$ cat config.mk
export PLATFORM = sky130hd
export DESIGN_NAME = i2c_txn_sequencer
export DESIGN_NICKNAME = d
export VERILOG_FILES = /design/src/rtl/i2c_pkg.sv /design/src/rtl/i2c_drive_mux.sv /design/src/rtl/i2c_txn_sequencer.sv
export SDC_FILE = /design/constraint.sdc
export NUM_CORES = 1
export LEC_CHECK = 0
export ABC_AREA = 1
export CELL_PAD_IN_SITES_DETAIL_PLACEMENT = 1
export CELL_PAD_IN_SITES_GLOBAL_PLACEMENT = 1
export CORE_UTILIZATION = 30
export CTS_CLUSTER_SIZE = 12
export DETAILED_ROUTE_END_ITERATION = 7
export PLACE_DENSITY = 0.73
export SLEW_MARGIN = 20
export SYNTH_ARGS = -nofsm -noshare
export SYNTH_HDL_FRONTEND = slang
export SYNTH_SLANG_ARGS = --single-unit
$ cat constraint.sdc
create_clock -name i_clk -period 1.9 [get_ports i_clk]
set_input_delay 0.285 -clock i_clk [delete_from_list [all_inputs] [get_ports i_clk]]
set_output_delay 0.285 -clock i_clk [all_outputs]
set_load 0.01 [all_outputs]
$ cat src/rtl/i2c_pkg.sv
// Shared I2C definitions: controller states, completion codes and bus-drive owner select.
package i2c_pkg;

  typedef enum logic [3:0] {
    ST_IDLE,
    ST_START,
    ST_ADDR_W,
    ST_REG,
    ST_WDATA,
    ST_RSTART,
    ST_ADDR_R,
    ST_RDATA,
    ST_STOP,
    ST_FIN
  } state_t;

  typedef enum logic [1:0] {
    SEL_IDLE  = 2'd0,
    SEL_START = 2'd1,
    SEL_BYTE  = 2'd2,
    SEL_STOP  = 2'd3
  } sel_t;

  localparam logic [1:0] I2C_ERR_OK      = 2'd0;
  localparam logic [1:0] I2C_ERR_ADDR    = 2'd1;
  localparam logic [1:0] I2C_ERR_DATA    = 2'd2;
  localparam logic [1:0] I2C_ERR_TIMEOUT = 2'd3;

endpackage

$ cat src/rtl/i2c_drive_mux.sv
// Picks which bit-level generator drives SDA/SCL; both lines float high when nobody owns the bus.
// Purely combinational, no backpressure.
module i2c_drive_mux
  import i2c_pkg::*;
(
  input  sel_t sel,
  input  logic start_sda,
  input  logic start_scl,
  input  logic byte_sda,
  input  logic byte_scl,
  input  logic stop_sda,
  input  logic stop_scl,
  output logic sda,
  output logic scl
);

  always_comb begin
    sda = 1'b1;
    scl = 1'b1;
    case (sel)
      SEL_START: begin sda = start_sda; scl = start_scl; end
      SEL_BYTE:  begin sda = byte_sda;  scl = byte_scl;  end
      SEL_STOP:  begin sda = stop_sda;  scl = stop_scl;  end
      default:   ;
    endcase
  end

endmodule

$ cat src/rtl/i2c_txn_sequencer.sv
// Register read/write I2C master sequencer: one command at a time, req/done to start/byte/stop blocks.
// Write bytes stall the byte engine until supplied; read bytes have no backpressure. I2C_SEQ_TIMEOUT_EN adds a watchdog.
module i2c_txn_sequencer
  import i2c_pkg::*;
#(
  parameter int CLK_FREQ       = 25_000_000,
  parameter int I2C_FREQ       = 100_000,
  parameter int LEN_W          = 8,
  parameter int TIMEOUT_CYCLES = 64 * CLK_FREQ / I2C_FREQ
) (
  input  logic             i_clk,
  input  logic             i_rst,
  input  logic             i_cmd_valid,
  output logic             o_cmd_ready,
  input  logic [6:0]       i_cmd_addr,
  input  logic             i_cmd_rd,
  input  logic [7:0]       i_cmd_reg,
  input  logic [LEN_W-1:0] i_cmd_len,
  input  logic [7:0]       i_wdata,
  input  logic             i_wvalid,
  output logic             o_wready,
  output logic [7:0]       o_rdata,
  output logic             o_rvalid,
  output logic             o_done,
  output logic [1:0]       o_err,
  output logic             o_busy,
  output logic             o_start_req,
  input  logic             i_start_ready,
  input  logic             i_start_done,
  output logic             o_stop_req,
  input  logic             i_stop_ready,
  input  logic             i_stop_done,
  output logic             o_byte_req,
  input  logic             i_byte_ready,
  input  logic             i_byte_done,
  output logic             o_byte_rd,
  output logic             o_byte_mack,
  output logic [7:0]       o_byte_wdata,
  input  logic [7:0]       i_byte_rdata,
  input  logic             i_byte_nack,
  output logic [1:0]       o_sel,
  input  logic             i_start_sda,
  input  logic             i_start_scl,
  input  logic             i_byte_sda,
  input  logic             i_byte_scl,
  input  logic             i_stop_sda,
  input  logic             i_stop_scl,
  output logic             o_sda,
  output logic             o_scl
);

  state_t           state;
  sel_t             sel;
  logic             issued;
  logic [6:0]       addr_q;
  logic             rd_q;
  logic [7:0]       reg_q;
  logic [LEN_W-1:0] cnt;
  logic [1:0]       err_q;
  logic             cur_ready, cur_done, sub_op, waiting, issue, finish, timeout;

  always_comb begin
    cur_ready = 1'b0;
    cur_done  = 1'b0;
    sub_op    = 1'b1;
    case (state)
      ST_START, ST_RSTART: begin cur_ready = i_start_ready; cur_done = i_start_done; end
      ST_ADDR_W, ST_REG, ST_WDATA, ST_ADDR_R, ST_RDATA: begin
        cur_ready = i_byte_ready;
        cur_done  = i_byte_done;
      end
      ST_STOP: begin cur_ready = i_stop_ready; cur_done = i_stop_done; end
      default: sub_op = 1'b0;
    endcase
  end

  // A write byte is not issued until the stream has handed one over.
  assign waiting = sub_op && !(state == ST_WDATA && o_wready);
  assign issue   = waiting && !issued && cur_ready;
  assign finish  = waiting && issued && cur_done;

`ifdef I2C_SEQ_TIMEOUT_EN
  localparam int WD_W = $clog2(TIMEOUT_CYCLES + 1);
  logic [WD_W-1:0] wd_cnt;

  always_ff @(posedge i_clk) begin
    if (i_rst || !waiting || issue || finish) wd_cnt <= '0;
    else                                      wd_cnt <= wd_cnt + 1'b1;
  end
  assign timeout = waiting && (wd_cnt == WD_W'(TIMEOUT_CYCLES - 1));
`else
  assign timeout = (TIMEOUT_CYCLES < 0);
`endif

  assign o_busy      = (state != ST_IDLE);
  assign o_cmd_ready = (state == ST_IDLE);
  assign o_sel       = sel;

  always_ff @(posedge i_clk) begin
    if (i_rst) begin
      state        <= ST_IDLE;
      sel          <= SEL_IDLE;
      issued       <= 1'b0;
      addr_q       <= '0;
      rd_q         <= 1'b0;
      reg_q        <= '0;
      cnt          <= '0;
      err_q        <= I2C_ERR_OK;
      o_err        <= I2C_ERR_OK;
      o_wready     <= 1'b0;
      o_rdata      <= '0;
      o_rvalid     <= 1'b0;
      o_done       <= 1'b0;
      o_start_req  <= 1'b0;
      o_stop_req   <= 1'b0;
      o_byte_req   <= 1'b0;
      o_byte_rd    <= 1'b0;
      o_byte_mack  <= 1'b0;
      o_byte_wdata <= '0;
    end else begin
      o_start_req <= 1'b0;
      o_stop_req  <= 1'b0;
      o_byte_req  <= 1'b0;
      o_rvalid    <= 1'b0;
      o_done      <= 1'b0;
      if (timeout) begin
        // Abandon the bus without a stop condition.
        state    <= ST_FIN;
        sel      <= SEL_IDLE;
        issued   <= 1'b0;
        o_wready <= 1'b0;
        o_done   <= 1'b1;
        o_err    <= I2C_ERR_TIMEOUT;
      end else begin
        if (issue) begin
          issued <= 1'b1;
          case (state)
            ST_START, ST_RSTART: begin o_start_req <= 1'b1; sel <= SEL_START; end
            ST_STOP:             begin o_stop_req  <= 1'b1; sel <= SEL_STOP;  end
            default:             begin o_byte_req  <= 1'b1; sel <= SEL_BYTE;  end
          endcase
          o_byte_rd   <= (state == ST_RDATA);
          o_byte_mack <= (state == ST_RDATA) && (cnt == LEN_W'(1));
          if (state == ST_ADDR_W) o_byte_wdata <= {addr_q, 1'b0};
          if (state == ST_REG)    o_byte_wdata <= reg_q;
          if (state == ST_ADDR_R) o_byte_wdata <= {addr_q, 1'b1};
        end
        case (state)
          ST_IDLE: if (i_cmd_valid) begin
            addr_q <= i_cmd_addr;
            rd_q   <= i_cmd_rd;
            reg_q  <= i_cmd_reg;
            cnt    <= i_cmd_len;
            err_q  <= I2C_ERR_OK;
            state  <= ST_START;
          end
          ST_WDATA: if (o_wready && i_wvalid) begin
            o_wready     <= 1'b0;
            o_byte_wdata <= i_wdata;
          end
          ST_FIN: begin
            state <= ST_IDLE;
            sel   <= SEL_IDLE;
          end
          default: ;
        endcase
        if (finish) begin
          issued <= 1'b0;
          case (state)
            ST_START:  state <= ST_ADDR_W;
            ST_RSTART: state <= ST_ADDR_R;
            ST_ADDR_W, ST_ADDR_R: begin
              if (i_byte_nack) begin err_q <= I2C_ERR_ADDR; state <= ST_STOP; end
              else state <= (state == ST_ADDR_W) ? ST_REG : ST_RDATA;
            end
            ST_REG: begin
              if (i_byte_nack) begin err_q <= I2C_ERR_DATA; state <= ST_STOP; end
              else if (cnt == '0) state <= ST_STOP;
              else if (rd_q) state <= ST_RSTART;
              else begin state <= ST_WDATA; o_wready <= 1'b1; end
            end
            ST_WDATA: begin
              cnt <= cnt - LEN_W'(1);
              if (i_byte_nack) begin err_q <= I2C_ERR_DATA; state <= ST_STOP; end
              else if (cnt == LEN_W'(1)) state <= ST_STOP;
              else o_wready <= 1'b1;
            end
            ST_RDATA: begin
              cnt      <= cnt - LEN_W'(1);
              o_rdata  <= i_byte_rdata;
              o_rvalid <= 1'b1;
              if (cnt == LEN_W'(1)) state <= ST_STOP;
            end
            ST_STOP: begin
              state  <= ST_FIN;
              o_done <= 1'b1;
              o_err  <= err_q;
            end
            default: ;
          endcase
        end
      end
    end
  end

  i2c_drive_mux u_mux (
    .sel       (sel),
    .start_sda (i_start_sda),
    .start_scl (i_start_scl),
    .byte_sda  (i_byte_sda),
    .byte_scl  (i_byte_scl),
    .stop_sda  (i_stop_sda),
    .stop_scl  (i_stop_scl),
    .sda       (o_sda),
    .scl       (o_scl)
  );

endmodule

==> flow_metrics.tcl <==
set metrics [dict create \
    setup_viol 0 \
    synth_compound_area_share_pct 14.63 \
    status "finished, final reports clean" \
    cts_tree "done" \
    routed_wl_um 10410 \
    fin_crit_sh_pct 94.88 \
    startpoint_type "register" \
    initial_utilization_pct 31.12 \
    placed_area_um2 4315 \
    drive_above_1_share_pct 11.79 \
    synth_edf_count 0 \
    dr.pass1.iters 4 \
    yosysUniqueCellTypes 32 \
    fill_cells 1359 \
    worst_clock_skew_ps 7.571 \
    finalCriticalPeriod_ps 1803 \
    synthSimpleGateAreaFrac_pct 38.02 \
    synth-seq-cells 59 \
    wl_per_cell_um 13.79 \
    dp_cells 734 \
    switchingPower_uw 785.4 \
    fin_cells 755 \
    ant_nets 0 \
    grt.overflow.total 0 \
    muxShareOfSynthArea_pct 0 \
    tightest_slew_ps 338.8 \
    hold_viol 0 \
    cts_buffers 9 \
    grt_pass1_wl_um 17530 \
    ir_drop_uv 276.8 \
    clk_pin_slew_ps 70 \
    ys.flop_type "dfxtp_1" \
    cap_violations 0 \
    gp_congestion 0.8497 \
    die_y_um 106.0 \
    arrival_ps 1520 \
    die_area_um2 11230 \
    synthArstFlopShare_pct 0 \
    multi_input_area_um2 1769 \
    fp.dieW_um 106.0 \
    p_total_mw 2.906 \
    route.detailed.drc 0 \
    cp_max_fo 7 \
    powerDensity_nw_per_um2 633.9 \
    fp.coreArea_um2 10420 \
    hp-class "reg2reg" \
    synthXorXnorAreaFrac_pct 0 \
    synth_top_family_by_area "simple AND/OR/NAND/NOR gates" \
    hpwl_um 7835 \
    layout.nets 674 \
    grt_use_total_pct 19.59 \
    syn_to_final_growth_pct 41.41 \
    grt_start_max_net_pins 24 \
    port_buffers 88 \
    clockBufferDepth 2 \
    slew_headroom_pct 77.33 \
    ios 89 \
    power.share.sequential_pct 45.2 \
    synthAdderAreaFrac_pct 1.158 \
    grt_pass1_vias 3764 \
    met1_usage_pct 23.83 \
    pwr-share-comb_pct 14.7 \
    netlist_area_um2 3242 \
    clk_latency_ps 350 \
    syn-num-nets 570 \
    use_met2_pct 35.71 \
    p_leak_nw 2.099 \
    htree_levels 3 \
    clock-sinks 59 \
    cts-root-buf "clkbuf_8" \
    r2r_slack_ps 160 \
    rows 37 \
    top_usage_layer "met2" \
    synth.avg_cell_area_um2 6.357 \
    gr-usage-met3_pct 3.066 \
    max_clock_freq_ghz 0.5547 \
    cp.required_ps 1620 \
    switching_share_pct 27.03 \
    finalMaxSlewViolations 0 \
    dr_total_vias 3562 \
    final_area_um2 4584 \
    drt_iter0_drc 144 \
    netlist_instances 510 \
    antenna_found_initial 0 \
    intPower_mw 2.121 \
    end_kind "primary output" \
    synth_seq_area_share_pct 36.43 \
    clockPowerShare_pct 40.2 \
    diodes 0 \
    synth_warnings 0 \
    ff_latch_area_um2 1186 \
    post_drt_via_cell_ratio 4.718 \
    setup.worst_path.class "reg2out" \
]
## placed cells by master (no fill, tap or decap), types with 3 or more instances in the layout
| cell | instances |
|---|---|
| a21oi_1 | 24 |
| buf_4 | 20 |
| clkbuf_8 | 10 |
| clkdlybuf4s50_1 | 86 |
| clkinv_2 | 4 |
| dfxtp_1 | 55 |
| dfxtp_2 | 4 |
| ha_1 | 3 |
| inv_1 | 51 |
| inv_2 | 5 |
| nand2_1 | 114 |
| nand2_2 | 9 |
| nand2_4 | 4 |
| nand3_1 | 41 |
| nand4_1 | 4 |
| nor2_1 | 99 |
| nor2_2 | 3 |
| nor2_4 | 3 |
| o21ai_0 | 49 |
| o21ai_1 | 7 |
## cells by family (layout without fill, tap and decap cells)
group / after synthesis / count (layout)
AOI/OAI and AO/OA: 89 / 89
adders and majority gates: 3 / 3
buffers and inverters: 75 / 184
DFF: 59 / 59
and+or+nand+nor: 284 / 284
## metrics by stage
step | worst slack (ps) | setup TNS (ps) | hold WS, ps | utilization, %
after global placement | 162.2 | 0 | 443.1 | 41.43
after CTS | 11.59 | 0 | 464.8 | 43.45
final | 97.34 | 0 | 466.5 | 44.01
after global routing | -6.628 | -6.733 | 502.9 | 44.01
after detailed placement | 134.5 | 0 | 453.4 | 41.43
after floorplan | 376.0 | 0 | 419.9 | -
## cell usage after synthesis (3+ instances only)
master / count / share of area [%]
inv_2: 6 / 0.69
o21ai_0: 49 / 7.6
nor2_2: 4 / 0.77
nand3_1: 41 / 6.3
nand4_1: 4 / 0.77
inv_1: 51 / 5.9
dfxtp_1: 59 / 36
buf_2: 6 / 0.93
ha_1: 3 / 1.2
nor2_1: 100 / 12
nand2_2: 7 / 1.4
a21oi_1: 24 / 3.7
nand2_1: 117 / 14
buf_6: 3 / 1.0
nand2_4: 3 / 1.0
o21ai_1: 7 / 1.1
clkbuf_1: 5 / 0.58
## final timing paths
check | from | to | depth (start not counted)
worst max-delay path | state[3] | o_cmd_ready | 4
worst min-delay path | reg_q[0] | reg_q[0] | 2
worst max register to register | state[0] | o_byte_wdata[0] | 13
worst min register to register | reg_q[0] | reg_q[0] | 2
## final cells by class
class | instances | share of cell area [%]
multi-input cells | 376 | 38.59
clock buffers | 11 | 3.084
well taps | 136 | 3.712
flip-flops and latches | 59 | 25.87
repair buffers | 108 | 22.60
inverters | 60 | 4.995
clock inverters | 5 | 1.146
## routing by layer
layer	vias to the layer above	part of all wire, %
met5	-	0
li1	1832	-
met2	59	51
met3	10	2.9
met4	0	1.0
met1	1661	45
## power groups by stage
stage / clock network (mW) / registers (mW) / logic, mW
floorplan: 0 / 1.33 / 0.211
global placement: 0 / 1.34 / 0.407
detailed placement: 0 / 1.34 / 0.418
CTS: 1.19 / 1.31 / 0.426
global route: 1.24 / 1.32 / 0.477
finish: 1.17 / 1.31 / 0.426
## state kept, by name, summed over array words and instances (netlist names)
signal	flops
addr_q	7
cnt	8
err_q	2
issued	1
o_byte_mack	1
o_byte_rd	1
o_byte_req	1
o_byte_wdata	8
o_done	1
o_err	2
o_rdata	8
o_rvalid	1
o_sel	2
o_start_req	1
o_stop_req	1
o_wready	1
rd_q	1
reg_q	8
state	4
## worst max-delay path, stage by stage, from the launching register on
cell	delay, ps
dfxtp_2	390
nor2_4	120
nand2_2	80
inv_1	60
clkdlybuf4s50_1	520
## timing repair
item | CTS | global route
hold buffers | 0 | 0
setup endpoints to repair | 2 | 40
setup buffers | 1 | 4
pin swaps | 1 | 2
resized for setup | 3 | 11
Power figures use the tool's default switching activity.
